[src/rtl/i2c_slave_rx.sv]
// I2C target receiver: synchronizes SCL/SDA, detects START/STOP, ACKs a matching
// write address and each data byte, and buffers received bytes in a FWFT FIFO.
module i2c_slave_rx #(
    parameter logic [6:0] SLAVE_ADDR  = 7'h78,
    parameter int         FIFO_DEPTH  = 8,
    parameter int         SYNC_STAGES = 2
) (
    input  logic                          PCLK,
    input  logic                          PRESET,
    input  logic                          scl_in,
    input  logic                          sda_in,
    output logic                          sda_oe,
    output logic [7:0]                    rx_data,
    output logic                          rx_valid,
    input  logic                          rx_ready,
    output logic [$clog2(FIFO_DEPTH):0]   rx_level,
    output logic                          busy,
    output logic                          frame_done,
    output logic                          overflow,
    input  logic                          overflow_clr
);

    localparam int AW = $clog2(FIFO_DEPTH);
    localparam int LW = AW + 1;

    typedef enum logic [2:0] {
        ST_IDLE,
        ST_ADDR,
        ST_ADDR_ACK,
        ST_DATA,
        ST_DATA_ACK,
        ST_IGNORE
    } state_t;

    state_t                 state;
    logic [SYNC_STAGES-1:0] scl_sync_p0;
    logic [SYNC_STAGES-1:0] sda_sync_p0;
    logic                   scl_p1;
    logic                   sda_p1;
    logic                   scl_s;
    logic                   sda_s;
    logic                   scl_rise;
    logic                   scl_fall;
    logic                   start_det;
    logic                   stop_det;
    logic [2:0]             bit_cnt;
    logic                   ack_phase;
    logic                   nack;
    logic                   sda_oe_r;
    logic [7:0]             shreg;
    logic [7:0]             byte_in;
    logic                   byte_done;
    logic                   fifo_full;
    logic                   push;
    logic                   pop;
    logic [7:0]             mem [FIFO_DEPTH];
    logic [AW-1:0]          wr_ptr;
    logic [AW-1:0]          rd_ptr;

    // Stage p0: synchronizer chains; reset to the idle-high bus level
    always_ff @(posedge PCLK) begin
        if (PRESET) begin
            scl_sync_p0 <= '1;
            sda_sync_p0 <= '1;
            scl_p1      <= 1'b1;
            sda_p1      <= 1'b1;
        end else begin
            scl_sync_p0 <= {scl_sync_p0[SYNC_STAGES-2:0], scl_in};
            sda_sync_p0 <= {sda_sync_p0[SYNC_STAGES-2:0], sda_in};
            scl_p1      <= scl_s;
            sda_p1      <= sda_s;
        end
    end

    // Stage p1: edge and bus-condition detection against the previous sample
    always_comb begin
        scl_s     = scl_sync_p0[SYNC_STAGES-1];
        sda_s     = sda_sync_p0[SYNC_STAGES-1];
        scl_rise  = scl_s & ~scl_p1;
        scl_fall  = ~scl_s & scl_p1;
        start_det = scl_s & scl_p1 & sda_p1 & ~sda_s;
        stop_det  = scl_s & scl_p1 & ~sda_p1 & sda_s;
        byte_in   = {shreg[6:0], sda_s};
        byte_done = scl_rise && (bit_cnt == 3'd7);
        fifo_full = (rx_level == LW'(FIFO_DEPTH));
        pop       = rx_valid & rx_ready;
        push      = (state == ST_DATA) && byte_done && (!fifo_full || pop);
    end

    always_ff @(posedge PCLK) begin
        if (scl_rise) begin
            shreg <= byte_in;
        end
    end

    // Stage p2: protocol FSM; sda_oe only ever changes on a detected SCL fall or a bus condition
    always_ff @(posedge PCLK) begin
        if (PRESET) begin
            state      <= ST_IDLE;
            bit_cnt    <= 3'd0;
            ack_phase  <= 1'b0;
            nack       <= 1'b0;
            sda_oe_r   <= 1'b0;
            busy       <= 1'b0;
            frame_done <= 1'b0;
            overflow   <= 1'b0;
        end else begin
            frame_done <= 1'b0;
            if (overflow_clr) begin
                overflow <= 1'b0;
            end
            if (start_det) begin
                state     <= ST_ADDR;
                bit_cnt   <= 3'd0;
                ack_phase <= 1'b0;
                sda_oe_r  <= 1'b0;
            end else if (stop_det) begin
                state      <= ST_IDLE;
                ack_phase  <= 1'b0;
                sda_oe_r   <= 1'b0;
                frame_done <= busy;
                busy       <= 1'b0;
            end else begin
                case (state)
                    ST_ADDR: begin
                        if (scl_rise) begin
                            if (bit_cnt == 3'd7) begin
                                bit_cnt   <= 3'd0;
                                ack_phase <= 1'b0;
                                state     <= (byte_in == {SLAVE_ADDR, 1'b0}) ? ST_ADDR_ACK : ST_IGNORE;
                            end else begin
                                bit_cnt <= bit_cnt + 3'd1;
                            end
                        end
                    end
                    ST_ADDR_ACK: begin
                        if (scl_fall) begin
                            if (!ack_phase) begin
                                sda_oe_r  <= 1'b1;
                                busy      <= 1'b1;
                                ack_phase <= 1'b1;
                            end else begin
                                sda_oe_r  <= 1'b0;
                                ack_phase <= 1'b0;
                                bit_cnt   <= 3'd0;
                                state     <= ST_DATA;
                            end
                        end
                    end
                    ST_DATA: begin
                        if (scl_rise) begin
                            if (bit_cnt == 3'd7) begin
                                bit_cnt   <= 3'd0;
                                ack_phase <= 1'b0;
                                state     <= ST_DATA_ACK;
                                nack      <= !push;
                                if (!push) begin
                                    overflow <= 1'b1;
                                end
                            end else begin
                                bit_cnt <= bit_cnt + 3'd1;
                            end
                        end
                    end
                    ST_DATA_ACK: begin
                        if (scl_fall) begin
                            if (!ack_phase) begin
                                sda_oe_r  <= !nack;
                                ack_phase <= 1'b1;
                            end else begin
                                sda_oe_r  <= 1'b0;
                                ack_phase <= 1'b0;
                                bit_cnt   <= 3'd0;
                                state     <= nack ? ST_IGNORE : ST_DATA;
                            end
                        end
                    end
                    ST_IGNORE: begin
                        sda_oe_r <= 1'b0;
                    end
                    default: begin
                        sda_oe_r <= 1'b0;
                    end
                endcase
            end
        end
    end

    // Reset releases the bus combinationally so SDA is never held through reset
    assign sda_oe = sda_oe_r & ~PRESET;

    // Stage p2: receive FIFO; storage is not reset, only pointers and level
    always_ff @(posedge PCLK) begin
        if (push) begin
            mem[wr_ptr] <= byte_in;
        end
    end

    always_ff @(posedge PCLK) begin
        if (PRESET) begin
            wr_ptr   <= '0;
            rd_ptr   <= '0;
            rx_level <= '0;
        end else begin
            if (push) begin
                wr_ptr <= wr_ptr + AW'(1);
            end
            if (pop) begin
                rd_ptr <= rd_ptr + AW'(1);
            end
            case ({push, pop})
                2'b10:   rx_level <= rx_level + LW'(1);
                2'b01:   rx_level <= rx_level - LW'(1);
                default: rx_level <= rx_level;
            endcase
        end
    end

    assign rx_valid = (rx_level != '0);
    assign rx_data  = rx_valid ? mem[rd_ptr] : 8'h00;

endmodule

[config.mk]
export PLATFORM = sky130hd
export DESIGN_NAME = i2c_slave_rx
export DESIGN_NICKNAME = d
export VERILOG_FILES = /design/src/rtl/i2c_slave_rx.sv
export SDC_FILE = /design/constraint.sdc
export NUM_CORES = 1
export LEC_CHECK = 0
export ABC_AREA = 1
export ABC_CLOCK_PERIOD_IN_PS = 5760
export CORE_ASPECT_RATIO = 1.5
export CORE_MARGIN = 2
export CORE_UTILIZATION = 27
export CTS_CLUSTER_SIZE = 28
export DETAILED_ROUTE_END_ITERATION = 12
export HOLD_SLACK_MARGIN = 0.12
export PLACE_DENSITY = 0.42
export SYNTH_ARGS = -nofsm -noshare
export SYNTH_HDL_FRONTEND = slang
export SYNTH_SLANG_ARGS = --single-unit
[constraint.sdc]
create_clock -name PCLK -period 5.76 [get_ports PCLK]
set_clock_uncertainty 0.15 [all_clocks]
set_input_delay 0.864 -clock PCLK [delete_from_list [all_inputs] [get_ports PCLK]]
set_output_delay 0.864 -clock PCLK [all_outputs]
set_load 0.05 [all_outputs]
# [Yosys cells after proc, flatten, opt, wreduce, memory -nomap -nowiden]
# Memory sizes are Yosys's and may differ from the RTL's. A register that Yosys moved wholly into a read port is not among the register bits.
# Cells that the tools add are included.
[word_totals] ff_bits=35 latchBits=0 ram_bits=64 romBits=0 wordCells=139 memories=1
[memory_table] name="mem" words=8 width=8 read_ports=1 rd_clocked_by_memory_dff=1 write_ports=1 line="56" text="logic [7:0] mem [FIFO_DEPTH];"
[op_classes] add_sub_neg=5 multipliers=0 n_div=0 order_cmp=0 n_eq_ne=30 shift=0 mux=43 bitwise_logic=17 reduce_logical=26
[op_table] operator="$mux W3" count=16
[op_table] operator="$ne A4 B4 Y1 const B" count=8
[op_table] operator="$mux W1" count=21
[op_table] operator="$ne A2 B2 Y1 const B" count=9
[op_table] operator="$reduce_and A9 Y1" count=2
[op_table] operator="$pmux W3 S4" count=1
[op_table] operator="$reduce_and A5 Y1" count=2
[op_table] operator="$add A3 B1 Y3 const B" count=3
[op_table] operator="$and A1 B1 Y1" count=9
[op_table] operator="$eq A8 B8 Y1 const B" count=1
[op_table] operator="$mux W8" count=1
[op_table] operator="$ne A2 B1 Y1 const B" count=4
[op_table] operator="$not A1 Y1" count=8
[op_table] operator="$pmux W4 S2" count=1
[op_table] operator="$reduce_and A4 Y1" count=2
[op_table] operator="$reduce_bool A2 Y1" count=4
[op_table] operator="$reduce_bool A4 Y1" count=2
[op_table] operator="$eq A3 B2 Y1 const B" count=2
[op_table] operator="$eq A3 B3 Y1 const B" count=2
[op_table] operator="$pmux W3 S2" count=1
[op_table] operator="$reduce_bool A6 Y1" count=1
[op_table] operator="$reduce_or A2 Y1" count=3
[op_table] operator="$reduce_or A3 Y1" count=2
[op_table] operator="$add A4 B1 Y4 const B" count=1
[op_table] operator="11 further kinds" count=15

# [Logic depth before layout (Yosys ltp)]
# Gate-level depths: netlist (run 1).
[depth] word_depth=11 ltp_mapped=16

# [Worst setup path after synthesis (run 1)]
# Ideal clock, no wire load.
[synth_timing] kind="flip-flop to output port" from="register rx_level[1]" to="output port rx_data[0]" arrival_time_ns=1.909 required_time_ns=4.746 slack_ns=2.837 path_stages_with_launch=5 cell_sequence="dfxtp_1 -> nor2_1 -> nand2_2 -> o21ai_0 -> nor2_1"
[synth_via] elab_chain_len=2
[synth_lines] item="start, declared" line="16" text="output logic [$clog2(FIFO_DEPTH):0] rx_level,"
[synth_lines] item="start signal, assigned" line="212" text="2'b10: rx_level <= rx_level + LW'(1);"
[synth_lines] item="start signal, assigned" line="213" text="2'b01: rx_level <= rx_level - LW'(1);"
[synth_lines] item="start signal, assigned" line="214" text="default: rx_level <= rx_level;"
[synth_lines] item="$reduce_bool A4 Y1" line="219" text="assign rx_valid = (rx_level != '0);"
[synth_lines] item="net rx_valid" line="14" text="output logic rx_valid,"
[synth_lines] item="$mux W8" line="220" text="assign rx_data = rx_valid ? mem[rd_ptr] : 8'h00;"
[synth_lines] item="end, declared" line="13" text="output logic [7:0] rx_data,"
# The timed path passes the listed nets, and every way through them passes these cells.

==> tab_implementation.tex, run 1 <==
\begin{tabular}{lr}
\hline
Metric & Value \\
\hline
\multicolumn{2}{l}{\textbf{Placed design}} \\
Final RePlAce weighted congestion & 0.776 \\
Detailed Place HPWL & 6610 um \\
Count of input and output buffers & 22 \\
Inst Count DP & 639 \\
Pre-CTS worst setup slack & 2240 ps \\
\multicolumn{2}{l}{\textbf{Route}} \\
Number of DRC violations after detailed routing & 0 \\
Initial DRT Pass Iterations & 5 \\
DR WL/cell & 14.1 um \\
Average via count per standard cell & 4.47 \\
Number of nets still failing antenna checks after routing & 0 \\
Total detailed-routing wirelength & 9250 um \\
Total via count in the routed design & 2925 \\
Count of routing violations after the opening detailed-route iteration & 136 \\
\multicolumn{2}{l}{\textbf{Clocking}} \\
Hold bufs inserted after CTS & 0 \\
Clock sink count & 102 \\
Post-CTS Repair Setup Buffers & 0 \\
Buffer depth of the longest clock path & 2 \\
Register clock-pin slew on the reported worst setup and hold paths & 70 ps \\
Total number of H-tree levels & 3 \\
Clock latency on the worst-skew pair & 340 ps \\
Cell at the root of the clock tree & clkbuf\_16 \\
Number of buffers added by the clock tree synthesis step & 9 \\
CTS tree & yes \\
PostCTS Resize Cnt & 0 \\
\multicolumn{2}{l}{\textbf{Setup path}} \\
Critical-path cell list & o21ai\_0 -> o22ai\_1 -> nor2\_1 -> nor2\_1 -> clkdlybuf4s50\_1 \\
CP Class & register to primary output \\
Largest fanout of any net on the critical path & 32 \\
Worst setup EP type & primary output \\
Cell repeated most along the worst path & nor2\_1 \\
Arrival @ worst endpoint & 2840 ps \\
Startpoint class of the critical path & register \\
Critical Path Stages & 5 \\
Critical Path RT & 4750 ps \\
Slowest-stage cell, CP & dfxtp\_1 \\
CP top delay family & flip-flops \\
Max incr delay on CP & 960 ps \\
Length in cells of the worst reg-to-reg path & 14 \\
Buffer and inverter count on the worst path & 1 \\
\multicolumn{2}{l}{\textbf{Final layout}} \\
Cell Count, Final, Fillers Out & 655 \\
Total Nets Final & 460 \\
Share of layout cells above drive strength 1 & 11.1\% \\
Area grow syn2layout & 18.0\% \\
Diodes inserted & 0 \\
\multicolumn{2}{l}{\textbf{Synth}} \\
Dominant combinational cell family by area after synthesis & simple AND/OR/NAND/NOR gates \\
Most used standard cells in the synthesized netlist & 76 x nor2\_1, 71 x edfxtp\_1, 51 x nand2\_1 \\
Most used standard cell by instance count after synthesis & nor2\_1 \\
Yosys warns & 0 \\
\#FFs+latches synth & 102 \\
Async SR Flop Fraction & 0\% \\
Xor/xnor cell area share of the yosys netlist & 0.203\% \\
Area share of the largest cell type after synthesis & 49.4\% \\
Largest area contributor in the netlist & edfxtp\_1 \\
Distinct cell type count after synthesis & 30 \\
Nets in the synthesized netlist & 429 \\
Mapped Area & 4310 sq um \\
Fraction of synthesized area in multiplexers & 1.86\% \\
Synthesized area per cell & 10.4 sq um \\
Compound-gate portion of the synthesized area & 9.02\% \\
Number of enable-type register cells in the synthesized netlist & 71 \\
Post-Synthesis Cells & 416 \\
Most area-consuming cells after synthesis & edfxtp\_1 49\%, dfxtp\_1 14\%, nor2\_1 6.6\%, o21ai\_0 4.8\%, nand2\_1 4.4\% \\
Simple logic cell fraction of the synthesized area & 18.4\% \\
Synthesized-area fraction occupied by adder cells & 2.20\% \\
Sequential-to-total area share from yosys stat & 63.8\% \\
Top\_reg\_cell synth & edfxtp\_1 \\
\multicolumn{2}{l}{\textbf{Global routing}} \\
Number of global-route vias before repair & 2927 \\
GRT Total Usage & 11.7\% \\
Antenna violations before repair & 0 \\
Grt total ovfl & 0 \\
Wire length of the first global-routing pass & 15300 um \\
Pin count of the biggest net entering global routing & 34 \\
\multicolumn{2}{l}{\textbf{Floorplanning}} \\
Row count & 56 \\
Die Height & 159 um \\
Count of pins on the block boundary & 23 \\
Die extent in x & 107 um \\
DIE AREA & 17000 sq um \\
Std-Cell Core Area & 15600 sq um \\
Initial standard-cell utilization of the core & 27.6\% \\
\multicolumn{2}{l}{\textbf{STA}} \\
Final slew viol count & 0 \\
RSZ-0062 raised after global routing & false \\
Final TNS setup & 0 ps \\
Final clock period utilization by the worst path & 67.0\% \\
Actual slew at the worst max-slew pin & 978 ps \\
Final critical delay including setup and external delays & 3860 ps \\
Highest clock rate & 259 MHz \\
Final Hold Violating Endpoints & 0 \\
Number of setup violations in the final report & 0 \\
Least setup slack across all paths after layout & 1900 ps \\
Normalized max-slew margin & 34.7\% \\
\multicolumn{2}{l}{\textbf{Worst hold path}} \\
Worst hold path depth & 1 \\
Type of the tightest min-delay check & register to register \\
\multicolumn{2}{l}{\textbf{Power and ir drop}} \\
P per Cell Area & 299 nW/um\^{}2 \\
Maximum vdd drop & 0.000134 V \\
Leakage power of the design & 1.83 nW \\
\multicolumn{2}{l}{\textbf{Run}} \\
Total of max-cap violations & 0 \\
\multicolumn{2}{l}{\textbf{Outcome}} \\
Run status & completed \\
\hline
\end{tabular}
[cells by family after synthesis]
family          count (synthesis)
buf+inv                        50
compound gates                 74
simple gates                  174
xor+xnor                        1
fa+ha+maj                       7
mux                             8
flops                         102
[metal layers]
| metal | track usage [%] | vias to the layer above | wire length, um |
|---|---|---|---|
| li1 | - | 1483 | - |
| met1 | 13.4 | 1389 | 3920 |
| met2 | 21.0 | 45 | 4870 |
| met3 | 2.38 | 8 | 324 |
| met4 | 4.13 | 0 | 135 |
| met5 | 0 | - | 0 |
[cells in the final DEF, fill, tap and decap left out, drive strengths merged, types with 9 or more instances in the layout]
cell / count
a21oi: 14
buf: 10
clkbuf: 9
clkdlybuf4s50: 22
dfxtp: 31
edfxtp: 71
inv: 41
nand2: 57
nand3: 14
nor2: 78
nor3: 11
o21ai: 51
[sequential cells by signal, summed over array words and instances (netlist names), named ones only]
name and flops:
scl_sync_p0 2, sda_p1 1, overflow 1, scl_p1 1
mem 64, state 3, bit_cnt 3, rx_level 4
sda_oe_r 1, ack_phase 1, frame_done 1, busy 1
rd_ptr 3, nack 1, wr_ptr 3, sda_sync_p0 2
shreg 7
[path summary, 6_finish.rpt]
kind / slack (ps) / endpoint / from
worst max-delay path: 1900 / rx_data[0] / register
worst min register to register: 260 / sda_sync_p0[1] / sda_sync_p0[0]
worst max register to register: 3310 / rx_level[3] / bit_cnt[0]
worst min-delay path: 260 / sda_sync_p0[1] / sda_sync_p0[0]
[layout make-up]
class | instances | area, sq um
clock inverters | 7 | 53.8
clock buffers | 9 | 225
multi-input cells | 264 | 1370
flip-flops and latches | 102 | 2750
fillers | 1587 | 10500
repair buffers | 32 | 295
inverters | 38 | 143
well taps | 203 | 254
[through the flow]
| step | utilization (%) | instance area [sq um] | hold slack (ps) | total power, mW |
|---|---|---|---|---|
| final | 32.6 | 5090 | 264 | 1.52 |
| after global routing | 32.6 | 5090 | 277 | 1.59 |
| after CTS | 32.6 | 5090 | 269 | 1.54 |
| after detailed placement | 30.8 | 4810 | 251 | 0.964 |
| after global placement | 30.8 | 4810 | 248 | 0.962 |
| after floorplan | - | 4310 | 239 | 0.932 |
[report_power, final]
part	internal, mW	switching [mW]	total (mW)
logic	0.0474	0.0925	0.140
registers	0.790	0.0175	0.807
clock network	0.297	0.277	0.575
total	1.13	0.387	1.52
Power figures use the tool's default switching activity.
==> run 2, diff against run 1 <==
--- a/config.mk
+++ b/config.mk
@@ -6,7 +6,7 @@
 export NUM_CORES = 1
 export LEC_CHECK = 0
 export ABC_AREA = 1
-export ABC_CLOCK_PERIOD_IN_PS = 5760
+export ABC_CLOCK_PERIOD_IN_PS = 3900
 export CORE_ASPECT_RATIO = 1.5
 export CORE_MARGIN = 2
 export CORE_UTILIZATION = 27
==> constraint.sdc (replaced) <==
create_clock -name PCLK -period 3.9 [get_ports PCLK]
set_clock_uncertainty 0.15 [all_clocks]
set_input_delay 0.585 -clock PCLK [delete_from_list [all_inputs] [get_ports PCLK]]
set_output_delay 0.585 -clock PCLK [all_outputs]
set_load 0.05 [all_outputs]
==> run 2 against run 1 <==
Net effect:
- clock power rose by 53%
- final cell count grew 0.15%
- flip-flop and latch count unchanged
- worst setup slack worse by 1500 ps
- die area unchanged
- clock-buffer cell count stayed put
- sequential power increased by 47%
- non-clock buffer count up 1
- cell area is 0.34% higher
- worst hold slack gained 0.61 ps
- critical path type unchanged
- largest power group unchanged
- highest routed layer unchanged
==> tab_implementation.tex, run 2 (synthesis gave the netlist of run 1 again) <==
\begin{tabular}{lr}
\hline
Metric & Value \\
\hline
\multicolumn{2}{l}{\textbf{Setup path}} \\
Slowest-stage cell, CP & clkdlybuf4s50\_1 \\
Length in cells of the worst reg-to-reg path & 16 \\
Max incr delay on CP & 820 ps \\
Worst setup EP type & primary output \\
Capture instance of the worst register-to-register path & rx\_level[3] \\
CP top delay family & buffers and inverters \\
Cell repeated most along the worst path & nor2\_1 \\
CP Class & register to primary output \\
Critical Path RT & 3160 ps \\
Critical-path cell list & buf\_4 -> o21ai\_0 -> o22ai\_1 -> nor2\_1 -> nor2\_1 -> clkdlybuf4s50\_1 \\
Arrival @ worst endpoint & 2740 ps \\
Buffer and inverter count on the worst path & 2 \\
Reg-to-Reg Start & bit\_cnt[0] \\
Startpoint class of the critical path & register \\
Worst reg2reg setup slack & 1480 ps \\
Largest fanout of any net on the critical path & 19 \\
\multicolumn{2}{l}{\textbf{Final layout}} \\
Share of layout cells above drive strength 1 & 11.3\% \\
Largest regs & mem (64), shreg (7), rx\_level (4) \\
Cell Count, Final, Fillers Out & 656 \\
Filler cell count in the final layout & 1609 \\
Commonest cells after routing, fill and taps aside & 76 x nor2\_1, 71 x edfxtp\_1, 51 x nand2\_1 \\
Total Nets Final & 461 \\
Area grow syn2layout & 18.4\% \\
Top reg by flops & mem \\
Most common cell after layout, fill and taps aside & nor2\_1 \\
Max FFs per register & 64 \\
Diodes inserted & 0 \\
\multicolumn{2}{l}{\textbf{Floorplanning}} \\
Row count & 56 \\
Die extent in x & 107 um \\
Die Height & 159 um \\
Count of pins on the block boundary & 23 \\
Std-Cell Core Area & 15600 sq um \\
Initial standard-cell utilization of the core & 27.6\% \\
DIE AREA & 17000 sq um \\
\multicolumn{2}{l}{\textbf{Clocking}} \\
CTS tree & yes \\
Register clock-pin slew on the reported worst setup and hold paths & 70 ps \\
Buffer depth of the longest clock path & 2 \\
Number of buffers added by the clock tree synthesis step & 9 \\
Cell at the root of the clock tree & clkbuf\_16 \\
PostCTS Resize Cnt & 0 \\
Clock sink count & 102 \\
Clock latency on the worst-skew pair & 350 ps \\
Post-CTS Repair Setup Buffers & 0 \\
Hold bufs inserted after CTS & 0 \\
Total number of H-tree levels & 3 \\
\multicolumn{2}{l}{\textbf{STA}} \\
Final critical delay including setup and external delays & 3480 ps \\
Least setup slack across all paths after layout & 422 ps \\
RSZ-0062 raised after global routing & false \\
Final TNS setup & 0 ps \\
Final clock period utilization by the worst path & 89.2\% \\
Highest clock rate & 288 MHz \\
Actual slew at the worst max-slew pin & 682 ps \\
Final slew viol count & 0 \\
Final Hold Violating Endpoints & 0 \\
Number of setup violations in the final report & 0 \\
Normalized max-slew margin & 54.5\% \\
\multicolumn{2}{l}{\textbf{Power and ir drop}} \\
Leakage power of the design & 1.84 nW \\
Maximum vdd drop & 0.000215 V \\
P per Cell Area & 446 nW/um\^{}2 \\
\multicolumn{2}{l}{\textbf{Route}} \\
Number of nets still failing antenna checks after routing & 0 \\
Number of DRC violations after detailed routing & 0 \\
Initial DRT Pass Iterations & 4 \\
Total via count in the routed design & 2901 \\
DR WL/cell & 14.6 um \\
Average via count per standard cell & 4.42 \\
Total detailed-routing wirelength & 9560 um \\
Count of routing violations after the opening detailed-route iteration & 91 \\
\multicolumn{2}{l}{\textbf{Placed design}} \\
Inst Count DP & 640 \\
Count of input and output buffers & 22 \\
Final RePlAce weighted congestion & 0.753 \\
Detailed Place HPWL & 6690 um \\
Pre-CTS worst setup slack & 789 ps \\
\multicolumn{2}{l}{\textbf{Worst hold path}} \\
Hold Crit Endpoint & sda\_sync\_p0[1] \\
Type of the tightest min-delay check & register to register \\
Worst hold path depth & 1 \\
Hold path startpoint & sda\_sync\_p0[0] \\
\multicolumn{2}{l}{\textbf{Global routing}} \\
Grt total ovfl & 0 \\
Antenna violations before repair & 0 \\
Wire length of the first global-routing pass & 15400 um \\
GRT Total Usage & 12.0\% \\
Number of global-route vias before repair & 2860 \\
Pin count of the biggest net entering global routing & 33 \\
\multicolumn{2}{l}{\textbf{Run}} \\
Total of max-cap violations & 0 \\
\multicolumn{2}{l}{\textbf{Outcome}} \\
Run status & completed \\
\hline
\end{tabular}
==> run 2: changes by cell type in the layout (fill, tap and decap cells not counted), sizes merged <==
cell | before | now
buf | 10 | 11
inv | 41 | 42
clkinv | 2 | 1
==> run 2: through the flow <==
stage	area [sq um]	hold slack, ps	utilization (%)	power (mW)
finish	5110	265	32.7	2.28
global route	5110	275	32.7	2.39
detailed placement	4820	250	30.8	1.43
CTS	5110	268	32.7	2.31
floorplan	4310	239	-	1.38
global placement	4820	247	30.8	1.42
==> run 2: how the worst max path moves through the flow <==
stage / start / cells past startpoint / end
final: register / 6 / rx_data[2]
after global routing: register / 6 / rx_data[2]
after CTS: register / 6 / rx_data[2]
after detailed placement: register / 6 / rx_data[2]
after global placement: register / 6 / rx_data[2]
after floorplan: rx_level[1] / 4 / rx_data[0]
==> run 2: layer usage <==
| layer | vias up | track usage [%] | routed length (um) |
|---|---|---|---|
| met5 | - | 0 | 0 |
| li1 | 1490 | - | - |
| met1 | 1359 | 14.1 | 4220 |
| met4 | 0 | 5.14 | 191 |
| met2 | 41 | 20.7 | 4920 |
| met3 | 11 | 2.46 | 232 |
==> run 2: area by class of cell <==
class | instances | area (sq um) | share of cell area (%)
multi-input combinational | 264 | 1370 | 26.8
sequential | 102 | 2750 | 53.9
tap | 203 | 254 | 4.97
inverter | 38 | 143 | 2.79
clock buffer | 9 | 225 | 4.41
timing repair buffer | 33 | 303 | 5.93
clock inverter | 7 | 63.8 | 1.25
==> run 2: power breakdown <==
group	internal, mW	total, mW	switching (mW)	leakage (nW)
sequential	1.17	1.19	0.0266	0.887
combinational	0.0698	0.207	0.137	0.815
clock	0.449	0.879	0.430	0.137
total	1.68	2.28	0.594	1.84
==> run 3, diff against run 2 <==
--- a/config.mk
+++ b/config.mk
@@ -14,6 +14,7 @@
 export DETAILED_ROUTE_END_ITERATION = 12
 export HOLD_SLACK_MARGIN = 0.12
 export PLACE_DENSITY = 0.42
+export SLEW_MARGIN = 20
 export SYNTH_ARGS = -nofsm -noshare
 export SYNTH_HDL_FRONTEND = slang
 export SYNTH_SLANG_ARGS = --single-unit
==> results of run 3 <==
No change in the layout: final DEF, timing and power equal those of run 2.
